$ cat src/rtl/multicycle_control_unit.sv
// multicycle_control_unit: multi-cycle control FSM sequencing data_path per instruction class
module multicycle_control_unit #(
  parameter int CNT_W = 32,
  parameter logic [5:0] HALT_OPC = 6'b111111
) (
  input  logic             clk,
  input  logic             rst,
  input  logic [5:0]       opcode_in,
  input  logic [5:0]       func_in,
  output logic             ir_en,
  output logic             pc_en,
  output logic [1:0]       reg_write,
  output logic             imm_mux_ctrl,
  output logic             alu_mux_ctrl,
  output logic [3:0]       alu_op,
  output logic             dmem_enable,
  output logic             dmem_write_enable,
  output logic [1:0]       reg_write_mux_ctrl,
  output logic [4:0]       br_op,
  output logic             halted,
  output logic             illegal,
  output logic [CNT_W-1:0] retired
);
  typedef enum logic [2:0] {FETCH, DECODE, EXEC, MEM, WB, HALT, TRAP} state_t;
  state_t state, nxt;
  logic [5:0] opc, fn;
  logic in_br, in_ok, is_r, is_ai, is_lw, is_sw, is_br, is_link, ex, mm, wb, act;
  assign in_br = opcode_in[5:3] == 3'b001 && opcode_in[2:0] != 3'b111;
  assign in_ok = (opcode_in == 6'd0 && func_in <= 6'd10) || opcode_in inside {6'd1, 6'd2, 6'd3, 6'd4} || in_br;
  assign is_r = opc == 6'd0;
  assign is_ai = opc == 6'd1 || opc == 6'd2;
  assign is_lw = opc == 6'd3;
  assign is_sw = opc == 6'd4;
  assign is_br = opc[5:3] == 3'b001 && opc[2:0] != 3'b111;
  assign is_link = opc == 6'b001100;
  always_ff @(posedge clk) begin
    if (rst) begin
      state <= FETCH;
      opc <= '0;
      fn <= '0;
    end else begin
      state <= nxt;
      if (state == DECODE) begin
        opc <= opcode_in;
        fn <= func_in;
      end
    end
  end
  always_comb begin
    nxt = state;
    case (state)
      FETCH:  nxt = DECODE;
      DECODE: nxt = opcode_in == HALT_OPC ? HALT : in_ok ? EXEC : TRAP;
      EXEC:   nxt = is_br ? FETCH : (is_lw || is_sw) ? MEM : WB;
      MEM:    nxt = is_lw ? WB : FETCH;
      WB:     nxt = FETCH;
      default: nxt = state;
    endcase
  end
  always_comb begin
    ex = state == EXEC;
    mm = state == MEM;
    wb = state == WB;
    act = ex || mm || wb;
    ir_en = state == FETCH;
    halted = state == HALT;
    illegal = state == TRAP;
    pc_en = wb || (mm && is_sw) || (ex && is_br);
    alu_op = act && is_r ? fn[3:0] : act && opc == 6'd2 ? 4'd1 : 4'd0;
    imm_mux_ctrl = act && (is_ai || is_lw);
    alu_mux_ctrl = act && (is_ai || is_lw);
    reg_write = (wb && (is_r || is_ai)) || (ex && is_link) ? 2'b01 : wb && is_lw ? 2'b10 : 2'b00;
    reg_write_mux_ctrl = wb && (is_r || is_ai) ? 2'b10 : wb && is_lw ? 2'b01 : 2'b00;
    dmem_enable = ((mm || wb) && is_lw) || (mm && is_sw);
    dmem_write_enable = mm && is_sw;
    br_op = ex && is_br ? {1'b1, opc[3:0]} : 5'd0;
  end
  always_ff @(posedge clk) begin
    if (rst) retired <= '0;
    else if (pc_en) retired <= retired + CNT_W'(1);
  end
endmodule

$ cat config.mk
export PLATFORM = sky130hd
export DESIGN_NAME = multicycle_control_unit
export DESIGN_NICKNAME = d
export VERILOG_FILES = /design/src/rtl/multicycle_control_unit.sv
export SDC_FILE = /design/constraint.sdc
export NUM_CORES = 1
export LEC_CHECK = 0
export CORE_AREA = 2 2 83 77
export CTS_CLUSTER_SIZE = 20
export DETAILED_ROUTE_END_ITERATION = 16
export DIE_AREA = 0 0 85 79
export DONT_BUFFER_PORTS = 1
export GPL_ROUTABILITY_DRIVEN = 0
export PLACE_DENSITY = 0.64
export SLEW_MARGIN = 20
export SYNTH_ARGS = -nofsm -noshare
export SYNTH_HDL_FRONTEND = slang
export SYNTH_SLANG_ARGS = --single-unit
$ cat constraint.sdc
create_clock -name clk -period 2.48 [get_ports clk]
set_input_delay 0.496 -clock clk [delete_from_list [all_inputs] [get_ports clk]]
set_output_delay 0.496 -clock clk [all_outputs]
set_load 0.01 [all_outputs]
==> out/summary.md, run 1 <==
The number of library cell types mapped by synthesis is 48. Antenna cell count: 0. By area the synthesized netlist is led by sky130_fd_sc_hd__dfxtp_1 (35%), sky130_fd_sc_hd__nor2_1 (7.4%), sky130_fd_sc_hd__xnor2_1 (7.1%). Main flop type after synthesis: sky130_fd_sc_hd__dfxtp_1.

The static leakage power is 0.948 nW. After routing, the total negative slack on setup checks comes to 0 ns. After detailed routing, the number of vias per cell comes to 5.81. For the pin with the worst max-slew slack, the measured transition is 0.611 ns. The run gives 5910 sq um as the core box area. TritonCTS built the clock tree. The worst reg-to-reg path cell count is 5, and the number of buffers on the longest clock path is 2. The library cell used most frequently in the layout, excluding fill and tap cells, is sky130_fd_sc_hd__nor2_1. Setup violations remaining at the end of the flow were counted as 0.

The number of buffers added to fix hold violations after cts came out at 0. The run gives 2045 as the via count of the first global-routing pass. The die extent in x is 85 um.

The overall die area was 6720 sq um; the effective utilization at floorplan was 43.7%. The run gives 59.3% as the headroom to the max-slew limit. For this run, asynchronously set or reset flops after synthesis account for 0%. STA classifies the critical path startpoint as a flop. The clock-pin slew of the registers on the worst-case setup and hold paths came out at 0.08 ns. TritonCTS created 5 clock buffers.

Across the run, the number of max-cap violations was 0. The largest net degree at the start of global routing is 54. Compared with the post-synthesis result, the final layout area differs by 9.29%. The tools report the critical path startpoint as opc[0]. The worst path arrival time was 1.80 ns. The number of levels the H-tree was split into was 2.

Required arrival time at the worst endpoint: 1.98 ns. In the final routed layout, each cell accounts on average for 16.4 um. The clock network burns 31.7% of the power. The run finished with clean final reports. In this run the power density over the cells is 659 nW/um^2. Of all nets on the critical path, the largest fanout is 11. Setup repair after global routing left no endpoint under its margin. In this run the power spent charging and discharging nets is 0.603 mW. The count of cells in the finished layout, fillers not included, comes to 381. Timing analysis after detailed placement gives a worst setup slack of 0.304 ns. The element type at the critical path end is a primary output. Once detailed placement completed, the half-perimeter wirelength came to 4460 um.

The run gives 46.4% as the share of total power in sequential cells. Of the synthesized area, sequential elements account for 34.8%. After floorplanning, the core was divided into 27 placement rows. The critical path is of the flop to primary output type. The post-synthesis cell count is 306.

The share of synthesized area in the top cell type comes to 34.8%. For the worst-skew pair, the clock arrives at the later sink with an insertion delay of 0.31 ns. Share of layout cells above drive strength 1: 17.5%. 67 I/O pins were placed.

The run gives 156 as the DRC marker count from the first detailed-route iteration. The total overflow left after global routing is 0. For the final number of max-transition violations, the log shows 0. Once detail routing completed, the nets flagged for antenna violations numbered 0. In the post-route analysis, the smallest setup slack over all paths is 0.184 ns. For the count of endpoints failing hold in the final timing report, the log shows 0. The first global-routing pass estimated 10200 um of wire.

The clock period minus final worst setup slack works out to 2.30 ns. The tools report the startpoint of the lowest-slack register-to-register path as retired[16]. The logs give 45 for the number of sinks driven by the clock tree and 323 for the count of nets after finishing.

The total routing usage reported by global routing is 18.9%. The portion of the clock cycle consumed by the worst path in the final layout is 92.6%, and the design internal power is 1.26 mW. The share of power burned in combinational logic is 22.0%. The library cell used as clock root buffer is sky130_fd_sc_hd__clkbuf_8. For the largest vdd supply drop, the log shows 351 uV. In the routed design, unresolved DRC markers number 0.

The finished cells cover 2830 sq um. The fraction of power spent switching nets was 32.4%. The post-placement cell area was 2700 sq um. The worst hold path belongs to the class input pin to flop. The flip-flop and latch count after synthesis is 45.

Number of cells on the worst hold path: 1. The die extent in y was 79 um; the netlist area before placement was 2580 sq um. The run gives 2212 as the number of vias after detailed routing.

The post-synthesis cell type with the largest combined area was sky130_fd_sc_hd__dfxtp_1. The run gives 0.0107 ns as the clock skew. For the highest achievable clock rate, the log shows 436 MHz. The number of enable flip-flop cells after synthesis is 0. The origin of the worst min-delay path was rst. Synthesis produced a netlist with a net count of 321.

For the wire length reported by the detailed router, the log shows 6260 um. The Yosys step of the flow raised 0 warnings. The mean post-synth cell area is 8.45 sq um, and the initial antenna violation count is 0. Leaving out fill and tap cells, the most frequent cells in the layout are sky130_fd_sc_hd__nor2_1 (51), sky130_fd_sc_hd__dfxtp_1 (44), sky130_fd_sc_hd__xnor2_1 (21). Counting tap cells, the placed design contains a total of 373 instances.

The count of buffers added on input and output ports is 0. The tools report the end-of-flow core utilization as 47.8%. The pre-antenna-repair detailed-routing pass consisted of 4 iterations.
-- power groups by stage --
stage / logic, mW / clock network, mW / registers [mW]
after global placement: 0.400 / 0 / 0.870
final: 0.409 / 0.590 / 0.864
after CTS: 0.408 / 0.602 / 0.858
after global routing: 0.454 / 0.628 / 0.876
after floorplan: 0.392 / 0 / 0.821
after detailed placement: 0.405 / 0 / 0.875
-- stage by stage --
step,hold WS [ns],power [mW]
after CTS,0.242,1.87
after floorplan,0.452,1.21
after detailed placement,0.487,1.28
after global routing,0.238,1.96
final,0.253,1.86
after global placement,0.470,1.27
-- cells by family (layout without fill, tap and decap cells) --
group / after synthesis / count (layout) / share of synthesized area [%]
AO/OA/AOI/OAI: 47 / 47 / 14.7
XOR/XNOR: 21 / 21 / 7.12
adder cells (fa/ha/maj): 2 / 2 / 0.871
buffers and inverters: 30 / 33 / 5.32
flip-flops: 45 / 45 / 34.8
multiplexers: 16 / 16 / 6.53
AND/OR/NAND/NOR: 145 / 145 / 30.6
-- worst max-delay path, cell delays in order (launching register included) --
cell and delay [ns]:
sky130_fd_sc_hd__dfxtp_1 0.55, sky130_fd_sc_hd__nand3_1 0.20, sky130_fd_sc_hd__a31oi_2 0.26, sky130_fd_sc_hd__and2_1 0.19, sky130_fd_sc_hd__clkinv_1 0.29
-- worst paths after layout --
| check | slack [ns] | endpoint |
|---|---|---|
| hold reg to reg | 0.50 | fn[1] |
| setup reg to reg | 0.29 | retired[31] |
| setup / recovery | 0.18 | pc_en |
| hold / removal | 0.25 | retired[20] |
-- flip-flops by register name, indices dropped and copies added (netlist names) --
name / flops
opc: 6
fn: 4
state: 3
retired: 32
-- cell usage after synthesis, types with 3 or more instances --
master                       n
sky130_fd_sc_hd__mux2i_1     9
sky130_fd_sc_hd__o21ai_0     5
sky130_fd_sc_hd__and3_1      6
sky130_fd_sc_hd__nor2_1     51
sky130_fd_sc_hd__nand4_1    12
sky130_fd_sc_hd__inv_1       7
sky130_fd_sc_hd__or3_1       3
sky130_fd_sc_hd__nor4_1      3
sky130_fd_sc_hd__clkbuf_1    9
sky130_fd_sc_hd__buf_2       8
sky130_fd_sc_hd__nor2b_1     8
sky130_fd_sc_hd__or4_1       4
sky130_fd_sc_hd__nand2_1    17
sky130_fd_sc_hd__nor3b_2     3
sky130_fd_sc_hd__a21oi_1    13
sky130_fd_sc_hd__and2_1     10
sky130_fd_sc_hd__mux2_2      7
sky130_fd_sc_hd__xnor2_1    21
sky130_fd_sc_hd__nor3_1      6
sky130_fd_sc_hd__dfxtp_1    45
sky130_fd_sc_hd__a211oi_1    7
sky130_fd_sc_hd__a2111oi_2   9
sky130_fd_sc_hd__nand3_1    12
-- layer usage --
layer  wire, um  track usage (%)  vias to the layer above
li1           -                -                     1095
met1       2920             26.1                     1037
met2       2750             26.8                       69
met3        493             7.59                       11
met4         92             6.35                        0
met5          0                0                        -
-- area by class of cell --
class                      count  area [sq um]
fill                         554          3090
multi-input combinational    231          1560
sequential                    45           902
timing repair buffer          17           128
tap                           72          90.1
clock buffer                   7          86.3
clock inverter                 1          30.0
inverter                       8          30.0
-- what timing repair did --
| item | 4_1_cts | 5_1_grt |
|---|---|---|
| gates resized for setup | 0 | 2 |
| setup endpoints to repair | 0 | 6 |
| setup buffers | 0 | 0 |
Power figures use the tool's default switching activity.
==> inputs of run 2 (changes only) <==
- CORE_AREA: 2 2 83 77 -> 3 3 72 67
- DIE_AREA: 0 0 85 79 -> 0 0 75 70
- PLACE_DENSITY: 0.64 -> 0.82
==> run 2 against run 1 <==
First-iteration DRC count is 24% higher. Setup slack worse by 0.051 ns. Sequential cell count stayed put. Global-route usage is 4.5 points higher. Sequential share of layout area is 0.68 points higher. Die area is 22% lower. Count of clock-buffer cells in the layout stayed put. Register-to-register slack better by 0.02 ns. Critical path type unchanged.
==> out/summary.md, run 2 (synthesis gave the netlist of run 1 again) <==
The power density normalized to cell area is 663 nW/um^2 (was 659 nW/um^2). The largest vdd supply drop came out at 337 uV (was 351 uV). The final routed DRC violation total is 0 (unchanged).

End point of the critical path: alu_op[1] (was pc_en). The run gives 4280 um (was 4460 um) as the post-detailed-placement half-perimeter wirelength. The via count of the first global-routing pass is 2084 (was 2045). Switching power of the nets: 0.573 mW (was 0.603 mW). The fraction of power consumed by the clock network is 31.0% (was 31.7%). The top cell family by delay on the critical path was simple AND/OR/NAND/NOR gates (was flip-flops). The kind of start point of the critical path was a flop (unchanged).

The worst-path maximum fanout works out to 5 (was 11). The count of nets after finishing came out at 320 (was 323). TritonCTS built the clock tree.

The total negative slack is 0 ns (unchanged). Critical path, cell by cell: nor4_1, o21ai_0, nor3_1, and2_1 (was nand3_1, a31oi_2, and2_1, clkinv_1). The tools report the endpoint of the worst register-to-register path as retired[30] (was retired[31]). Cell count along the critical path: 4 (unchanged).

The number of buffer and inverter stages on the critical path was 0 (was 1); the largest stage delay on the critical path was 0.43 ns (was 0.55 ns). The total of fill cells in the finished design was 332 (was 554); the number of buffers added to fix hold violations after cts was 0 (unchanged). The library cell used as clock root buffer is sky130_fd_sc_hd__clkbuf_8 (unchanged). Clock period minus final worst setup slack: 2.35 ns (was 2.30 ns). The number of max-cap violations is 0 (unchanged), and the total routing usage reported by global routing is 23.5% (was 18.9%). The clock-pin slew of the registers on the worst-case setup and hold paths is 0.08 ns (about the same), and the required arrival time at the worst endpoint is 1.98 ns (about the same). The total setup buffers inserted after CTS was 0 (unchanged); the area growth from synthesis to layout was 7.02% (was 9.29%). The number of vias after detailed routing was 2268 (was 2212). The overall die area came out at 5250 sq um (was 6720 sq um). The number of nets with antenna violations after routing came out at 0 (unchanged). The wire length reported by the detailed router came out at 5840 um (was 6260 um). The core box area is 4100 sq um (was 5910 sq um). The most common cell after layout, fill and taps aside was sky130_fd_sc_hd__nor2_1 (unchanged). The overall power after layout was 1.83 mW (was 1.86 mW). The run finished with clean final reports. The fraction of power spent switching nets came out at 31.2% (was 32.4%). Setup repair after global routing left no endpoint under its margin. Static leakage power: 0.931 nW (was 0.948 nW). The quantity of I/O buffers inserted on ports is 0 (unchanged), and the final number of setup-violating endpoints is 0 (unchanged). The slowest cell on the critical path is sky130_fd_sc_hd__nor4_1 (was sky130_fd_sc_hd__dfxtp_1). The DRC marker count from the first detailed-route iteration was 194 (was 156). The register-to-register setup slack is 0.31 ns (was 0.29 ns), and the number of flip-flops in the largest register is 32 (unchanged). The critical path startpoint was opc[5] (was opc[0]). The total CTS buffers was 5 (unchanged).

The share of layout cells above drive strength 1 was 16.3% (was 17.5%). The share of total power in sequential cells is 46.8% (was 46.4%), and the share of power burned in combinational logic is 22.3% (was 22.0%). The die extent in x is 75 um (was 85 um).

The run gives 63.0% (was 43.7%) as the effective utilization at floorplan. The average wire per standard cell is 16.5 um (was 16.4 um), and the largest net degree at the start of global routing is 54 (unchanged). The wire length of the first global-routing pass came out at 9860 um (was 10200 um). Portion of the clock cycle consumed by the worst path in the final layout: 94.6% (was 92.6%). The length of the first detailed-routing pass in iterations was 4 (unchanged); the ratio of routed vias to standard cells was 6.41 (was 5.81). Worst-skew pair later-pin latency: 0.29 ns (was 0.31 ns). The worst reg-to-reg path cell count came out at 6 (was 5). The tools report the element type at the critical path end as a primary output (unchanged).

For the initial antenna violation count, the log shows 0 (unchanged). The final number of max-transition violations is 0 (unchanged), and the headroom to the max-slew limit is 59.8% (was 59.3%). Critical path class: flop to primary output (unchanged). The register name with the most flops is retired (unchanged). The total overflow reported by the global router was 0 (unchanged); the number of sinks driven by the clock tree was 45 (unchanged).

Die extent in y: 70 um (was 79 um). The tools report the design internal power as 1.26 mW (about the same). Largest registers ranked by flip-flop count: retired: 32 flops, opc: 6 flops, fn: 4 flops (unchanged). The antenna cell count is 0 (unchanged), and the transition time of the tightest slew-check pin is 0.603 ns (was 0.611 ns). The run gives 67 (unchanged) as the I/O pin count. The startpoint of the lowest-slack register-to-register path was retired[8] (was retired[16]). The kind of path behind the tightest hold check is input pin to flop (unchanged).

The run gives 22 (was 27) as the number of rows in the core area. Count of endpoints failing hold in the final timing report: 0 (unchanged). The run gives 2 (unchanged) as the number of buffers on the longest clock path. The tools report the clock skew as 0.00548 ns (was 0.0107 ns). Most frequent cells in the layout: sky130_fd_sc_hd__nor2_1 (51), sky130_fd_sc_hd__dfxtp_1 (44), sky130_fd_sc_hd__xnor2_1 (21) (unchanged). The highest achievable clock rate was 426 MHz (was 436 MHz). The tools report the worst path arrival time as 1.85 ns (was 1.80 ns). For the number of levels the H-tree was split into, the log shows 2 (unchanged).
-- run 2: cell count changes in the layout (fill, tap and decap cells not counted) --
cell / previous run / this run
sky130_fd_sc_hd__buf_4: 17 / 14
sky130_fd_sc_hd__nor4_1: 2 / 3
sky130_fd_sc_hd__nor4_2: 2 / 1
-- run 2: timing repair --
action,CTS,global route
endpoints found under the setup margin,0,3
gates resized for setup,0,1
endpoints found under the hold margin,0,0
-- run 2: cell type report --
cell class / instances / area [sq um] / area share [%]
inverters: 8 / 30.0 / 1.09
clock inverters: 1 / 30.0 / 1.09
flip-flops and latches: 45 / 902 / 32.6
clock buffers: 7 / 86.3 / 3.12
repair buffers: 14 / 105 / 3.80
well taps: 48 / 60.1 / 2.17
multi-input cells: 231 / 1550 / 56.1
-- run 2: through the flow --
step | utilization, % | hold slack [ns] | setup slack [ns] | std cells | instance area (sq um)
after floorplan | - | 0.452 | 0.463 | 306 | 2580
after global placement | 64.6 | 0.471 | 0.385 | 346 | 2650
after detailed placement | 64.6 | 0.482 | 0.360 | 346 | 2650
after CTS | 67.4 | 0.254 | 0.0931 | 354 | 2770
after global routing | 67.4 | 0.250 | 0.0234 | 354 | 2770
final | 67.4 | 0.270 | 0.134 | 354 | 2770
-- run 2: power groups by stage --
stage / combinational (mW) / sequential, mW / clock, mW
global route: 0.448 / 0.869 / 0.612
CTS: 0.408 / 0.853 / 0.580
floorplan: 0.392 / 0.821 / 0
global placement: 0.398 / 0.865 / 0
detailed placement: 0.406 / 0.869 / 0
finish: 0.409 / 0.857 / 0.568
-- run 2: how the worst min path moves through the flow --
stage / depth (start not counted) / startpoint / endpoint
final: 1 / rst / retired[27]
after global routing: 1 / rst / fn[3]
after global placement: 2 / fn[2] / fn[2]
after floorplan: 2 / fn[1] / fn[1]
after CTS: 1 / rst / retired[7]
after detailed placement: 2 / fn[0] / fn[0]
-- run 2: layer usage --
layer	up-vias	part of all wire (%)	GRT usage (%)	routed length, um
li1	1091	-	-	-
met1	1089	45	32.1	2650
met2	80	46	35.1	2660
met3	8	8.0	8.35	469
met4	0	1.0	5.34	61
met5	-	0	0	0
-- run 2: worst register-to-register path, cell delays in order (launching register included) --
cell,delay [ns]
sky130_fd_sc_hd__dfxtp_1,0.49
sky130_fd_sc_hd__and4_1,0.35
sky130_fd_sc_hd__nand4_4,0.13
sky130_fd_sc_hd__buf_4,0.23
sky130_fd_sc_hd__or3_1,0.38
sky130_fd_sc_hd__or4_1,0.40
sky130_fd_sc_hd__a21oi_1,0.14
==> inputs of run 3 (changes only) <==
- ABC_AREA: not set -> 1
- CORE_AREA: 3 3 72 67 -> 3 3 77 71
- DIE_AREA: 0 0 75 70 -> 0 0 80 74
- PLACE_DENSITY: 0.82 -> 0.83
==> run 3 against run 2 <==
Setup slack improved by 0.18 ns. Critical path depth rose by 1. Sequential power grew 4.3%. Largest cell class unchanged.
==> out/summary.md, run 3 <==
Element type at the critical path end: a primary output (unchanged). Routed length on met3: 758 um (was 469 um). Required arrival time at the worst endpoint: 1.98 ns (about the same). The tools report the final routed DRC violation total as 0 (unchanged). The most common cell after layout, fill and taps aside was sky130_fd_sc_hd__nand2_1 (was sky130_fd_sc_hd__nor2_1). The worst hold slack was 0.249 ns (was 0.270 ns); the number of buffer and inverter stages on the critical path was 0 (unchanged). The tools report the static leakage power as 1.15 nW (was 0.931 nW).

The tools report the headroom to the max-slew limit as 59.4% (was 59.8%). The slowest cell on the critical path is sky130_fd_sc_hd__dfxtp_1 (was sky130_fd_sc_hd__nor4_1). The transition time of the tightest slew-check pin works out to 0.608 ns (was 0.603 ns).

Post-detailed-placement half-perimeter wirelength: 5840 um (was 4280 um). The run gives 497 (was 320) as the count of nets after finishing. Ratio of routed vias to standard cells: 5.66 (was 6.41). TritonCTS built the clock tree. Largest registers ranked by flip-flop count: retired: 32 flops, opc: 6 flops, fn: 4 flops (unchanged).

The netlist area before placement came out at 2990 sq um (was 2580 sq um). The tools report the share of total power in sequential cells as 37.9% (was 46.8%). The flow ran to the end, and the final reports show no timing, DRC or antenna violations. Number of levels the H-tree was split into: 2 (unchanged). The average wire per standard cell works out to 14.3 um (was 16.5 um).

The cell count along the critical path was 5 (was 4). The portion of the clock cycle consumed by the worst path in the final layout is 87.5% (was 94.6%), and the fraction of power spent switching nets is 39.0% (was 31.2%). The quantity of I/O buffers inserted on ports is 0 (unchanged), and the flip-flop and latch count after synthesis is 45 (unchanged). The worst-path maximum fanout works out to 14 (was 5). The die extent in y is 74 um (was 70 um).

The top cell family by delay on the critical path is simple AND/OR/NAND/NOR gates (unchanged). The tools report the clock skew as 0.00716 ns (was 0.00548 ns). The total CTS buffers came out at 5 (unchanged). Top cells by count, synth: sky130_fd_sc_hd__nand2_1 (157), sky130_fd_sc_hd__nor2_1 (75), sky130_fd_sc_hd__inv_1 (47) (was sky130_fd_sc_hd__nor2_1 (51), sky130_fd_sc_hd__dfxtp_1 (45), sky130_fd_sc_hd__xnor2_1 (21)). The number of warning messages in the yosys log was 0 (unchanged).

The routed metal-1 wire length is 3450 um (was 2650 um), and the number of enable flip-flop cells after synthesis is 0 (unchanged). The register-to-register setup slack is 0.70 ns (was 0.31 ns), and the I/O pin count is 67 (unchanged). Critical path startpoint: state[1] (was opc[5]). The clock-pin slew of the registers on the worst-case setup and hold paths works out to 0.09 ns (was 0.08 ns). The number of vias after detailed routing came out at 3101 (was 2268). The DRC marker count from the first detailed-route iteration came out at 294 (was 194). The main flop type after synthesis was sky130_fd_sc_hd__dfxtp_1 (unchanged). The critical path class was flop to primary output (unchanged). The fraction of power consumed by the clock network came out at 28.1% (was 31.0%).

The length of the first detailed-routing pass in iterations was 6 (was 4). The kind of start point of the critical path was a flop (unchanged). For the largest net degree at the start of global routing, the log shows 42 (was 54).

Number of cells on the worst hold path: 1 (unchanged). The post-synthesis cell type with the largest combined area is sky130_fd_sc_hd__dfxtp_1 (unchanged). The highest achievable clock rate is 461 MHz (was 426 MHz), and the largest stage delay on the critical path is 0.37 ns (was 0.43 ns). For the effective utilization at floorplan, the log shows 62.3% (was 63.0%). Overall die area: 5920 sq um (was 5250 sq um). The number of buffers added to fix hold violations after cts is 0 (unchanged).

The kind of path behind the tightest hold check was input pin to flop (unchanged). The most numerous cell type found on the critical path is sky130_fd_sc_hd__nor2_1. The count of endpoints failing hold in the final timing report is 0 (unchanged). The number of library cell types mapped by synthesis was 31 (was 48).

The run gives 0.918 mW (was 0.573 mW) as the switching power of the nets. The tools report the design internal power as 1.44 mW (was 1.26 mW). The startpoint of the lowest-slack register-to-register path is retired[1] (was retired[8]). The tools report the wire length reported by the detailed router as 7820 um (was 5840 um). The tools report the share of synthesized area occupied by flip-flops and latches as 30.1% (was 34.8%). The worst-skew pair later-pin latency came out at 0.30 ns (was 0.29 ns). Area fraction of the dominant cell type after synthesis: 30.1% (was 34.8%). The number of rows in the core area was 24 (was 22); the post-cts resize count was 0 (unchanged). The mean post-synth cell area is 6.12 sq um (was 8.45 sq um), and the antenna cell count is 0 (unchanged). The number of flip-flops in the largest register was 32 (unchanged). The core box area is 4800 sq um (was 4100 sq um), and the die extent in x is 80 um (was 75 um). The run gives 0 (unchanged) as the number of nets with antenna violations after routing. The tools report the number of buffers on the longest clock path as 2 (unchanged). The register name with the most flops was retired (unchanged). The final number of setup-violating endpoints came out at 0 (unchanged). The worst reg-to-reg path cell count is 10 (was 6), and the clock period minus final worst setup slack is 2.17 ns (was 2.35 ns). The via count of the first global-routing pass was 2764 (was 2084); the largest vdd supply drop was 574 uV (was 337 uV).

Worst path arrival time: 1.67 ns (was 1.85 ns). Most frequent cells in the layout: sky130_fd_sc_hd__nand2_1 (157), sky130_fd_sc_hd__nor2_1 (75), sky130_fd_sc_hd__inv_1 (47) (was sky130_fd_sc_hd__nor2_1 (51), sky130_fd_sc_hd__dfxtp_1 (44), sky130_fd_sc_hd__xnor2_1 (21)). Setup repair after global routing left no endpoint under its margin.

The initial antenna violation count is 0 (unchanged). For the wire length of the first global-routing pass, the log shows 13100 um (was 9860 um). The share of async-settable or async-resettable flops after synthesis is 0% (unchanged). The wire length on met2 is 3540 um (was 2660 um), and the post-synthesis cell count is 489 (was 306). Top routing layer in use: met4 (unchanged). The total overflow reported by the global router is 0 (unchanged).

The number of max-cap violations was 0 (unchanged). The tools report the library cell used as clock root buffer as sky130_fd_sc_hd__clkbuf_8 (unchanged). Total of fill cells in the finished design: 465 (was 332). The synthesized net count was 504 (was 321). Origin of the worst min-delay path: rst (unchanged). The total negative slack is 0 ns (unchanged). Critical path, cell by cell: nor2_1, nand2_2, nand2_1, nand4_1, nor2_1 (was nor4_1, o21ai_0, nor3_1, and2_1).

The area growth from synthesis to layout is 3.89% (was 7.02%), and the total routing usage reported by global routing is 27.8% (was 23.5%). Number of sinks driven by the clock tree: 45 (unchanged). The most used standard cell by instance count after synthesis was sky130_fd_sc_hd__nand2_1 (was sky130_fd_sc_hd__nor2_1). Synth top area cells: sky130_fd_sc_hd__dfxtp_1 (30%), sky130_fd_sc_hd__nand2_1 (20%), sky130_fd_sc_hd__nor2_1 (9.4%) (was sky130_fd_sc_hd__dfxtp_1 (35%), sky130_fd_sc_hd__nor2_1 (7.4%), sky130_fd_sc_hd__xnor2_1 (7.1%)). The power density normalized to cell area was 759 nW/um^2 (was 663 nW/um^2).

The share of layout cells above drive strength 1 was 7.25% (was 16.3%); the total setup buffers inserted after CTS was 0 (unchanged). The logs give 34.0% (was 22.3%) for the share of power burned in combinational logic and 0 (unchanged) for the final number of max-transition violations.
run 3: cell types whose count changed in the layout (fill, tap and decap cells not counted), moves of 10 or more:
cell / change
sky130_fd_sc_hd__and2_1: -10
sky130_fd_sc_hd__inv_1: +40
sky130_fd_sc_hd__nand2_1: +140
sky130_fd_sc_hd__nand3_1: +14
sky130_fd_sc_hd__nand4_1: +14
sky130_fd_sc_hd__nor2_1: +24
sky130_fd_sc_hd__xnor2_1: -19
sky130_fd_sc_hd__a21oi_1: +28
run 3: metal layers:
metal,GRT usage (%),up-vias
li1,-,1543
met1,38.3,1416
met2,43.1,133
met3,7.63,9
met4,7.50,0
met5,0,-
run 3: through the flow:
| step | power, mW | cells | cell area [sq um] | setup slack (ns) | util (%) |
|---|---|---|---|---|---|
| after global placement | 1.68 | 540 | 2970 | 0.695 | 61.9 |
| after floorplan | 1.63 | 489 | 2990 | 0.751 | - |
| final | 2.36 | 548 | 3110 | 0.310 | 64.7 |
| after CTS | 2.35 | 548 | 3110 | 0.322 | 64.7 |
| after global routing | 2.50 | 548 | 3110 | 0.153 | 64.7 |
| after detailed placement | 1.71 | 540 | 2970 | 0.651 | 61.9 |
run 3: area by class of cell:
type                    instances  area [sq um]  area share [%]
inverters                      52           200            6.44
multi-input cells             373          1750            56.4
well taps                      65          81.3            2.62
clock inverters                 3          65.1            2.09
repair buffers                  5          37.5            1.21
clock buffers                   5          68.8            2.21
flip-flops and latches         45           901            29.0
run 3: cells by family (layout without fill, tap and decap cells):
kind of cell / after synthesis / after routing / share of synthesized area [%]
AND/OR/NAND/NOR: 306 / 306 / 45.8
adder cells (fa/ha/maj): 1 / 1 / 0.418
buffers and inverters: 71 / 65 / 11.3
flip-flops: 45 / 45 / 30.1
XOR/XNOR: 9 / 9 / 2.64
AO/OA/AOI/OAI: 57 / 57 / 9.79
run 3: power by group through the flow:
stage | Combinational [mW] | Sequential, mW | Clock (mW)
floorplan | 0.718 | 0.910 | 0
global placement | 0.774 | 0.905 | 0
detailed placement | 0.795 | 0.911 | 0
CTS | 0.796 | 0.894 | 0.665
global route | 0.893 | 0.909 | 0.699
finish | 0.801 | 0.894 | 0.663
run 3: path summary, 6_finish.rpt:
check / endpoint
setup / recovery: alu_op[2]
hold / removal: retired[8]
setup reg to reg: retired[26]
hold reg to reg: fn[3]
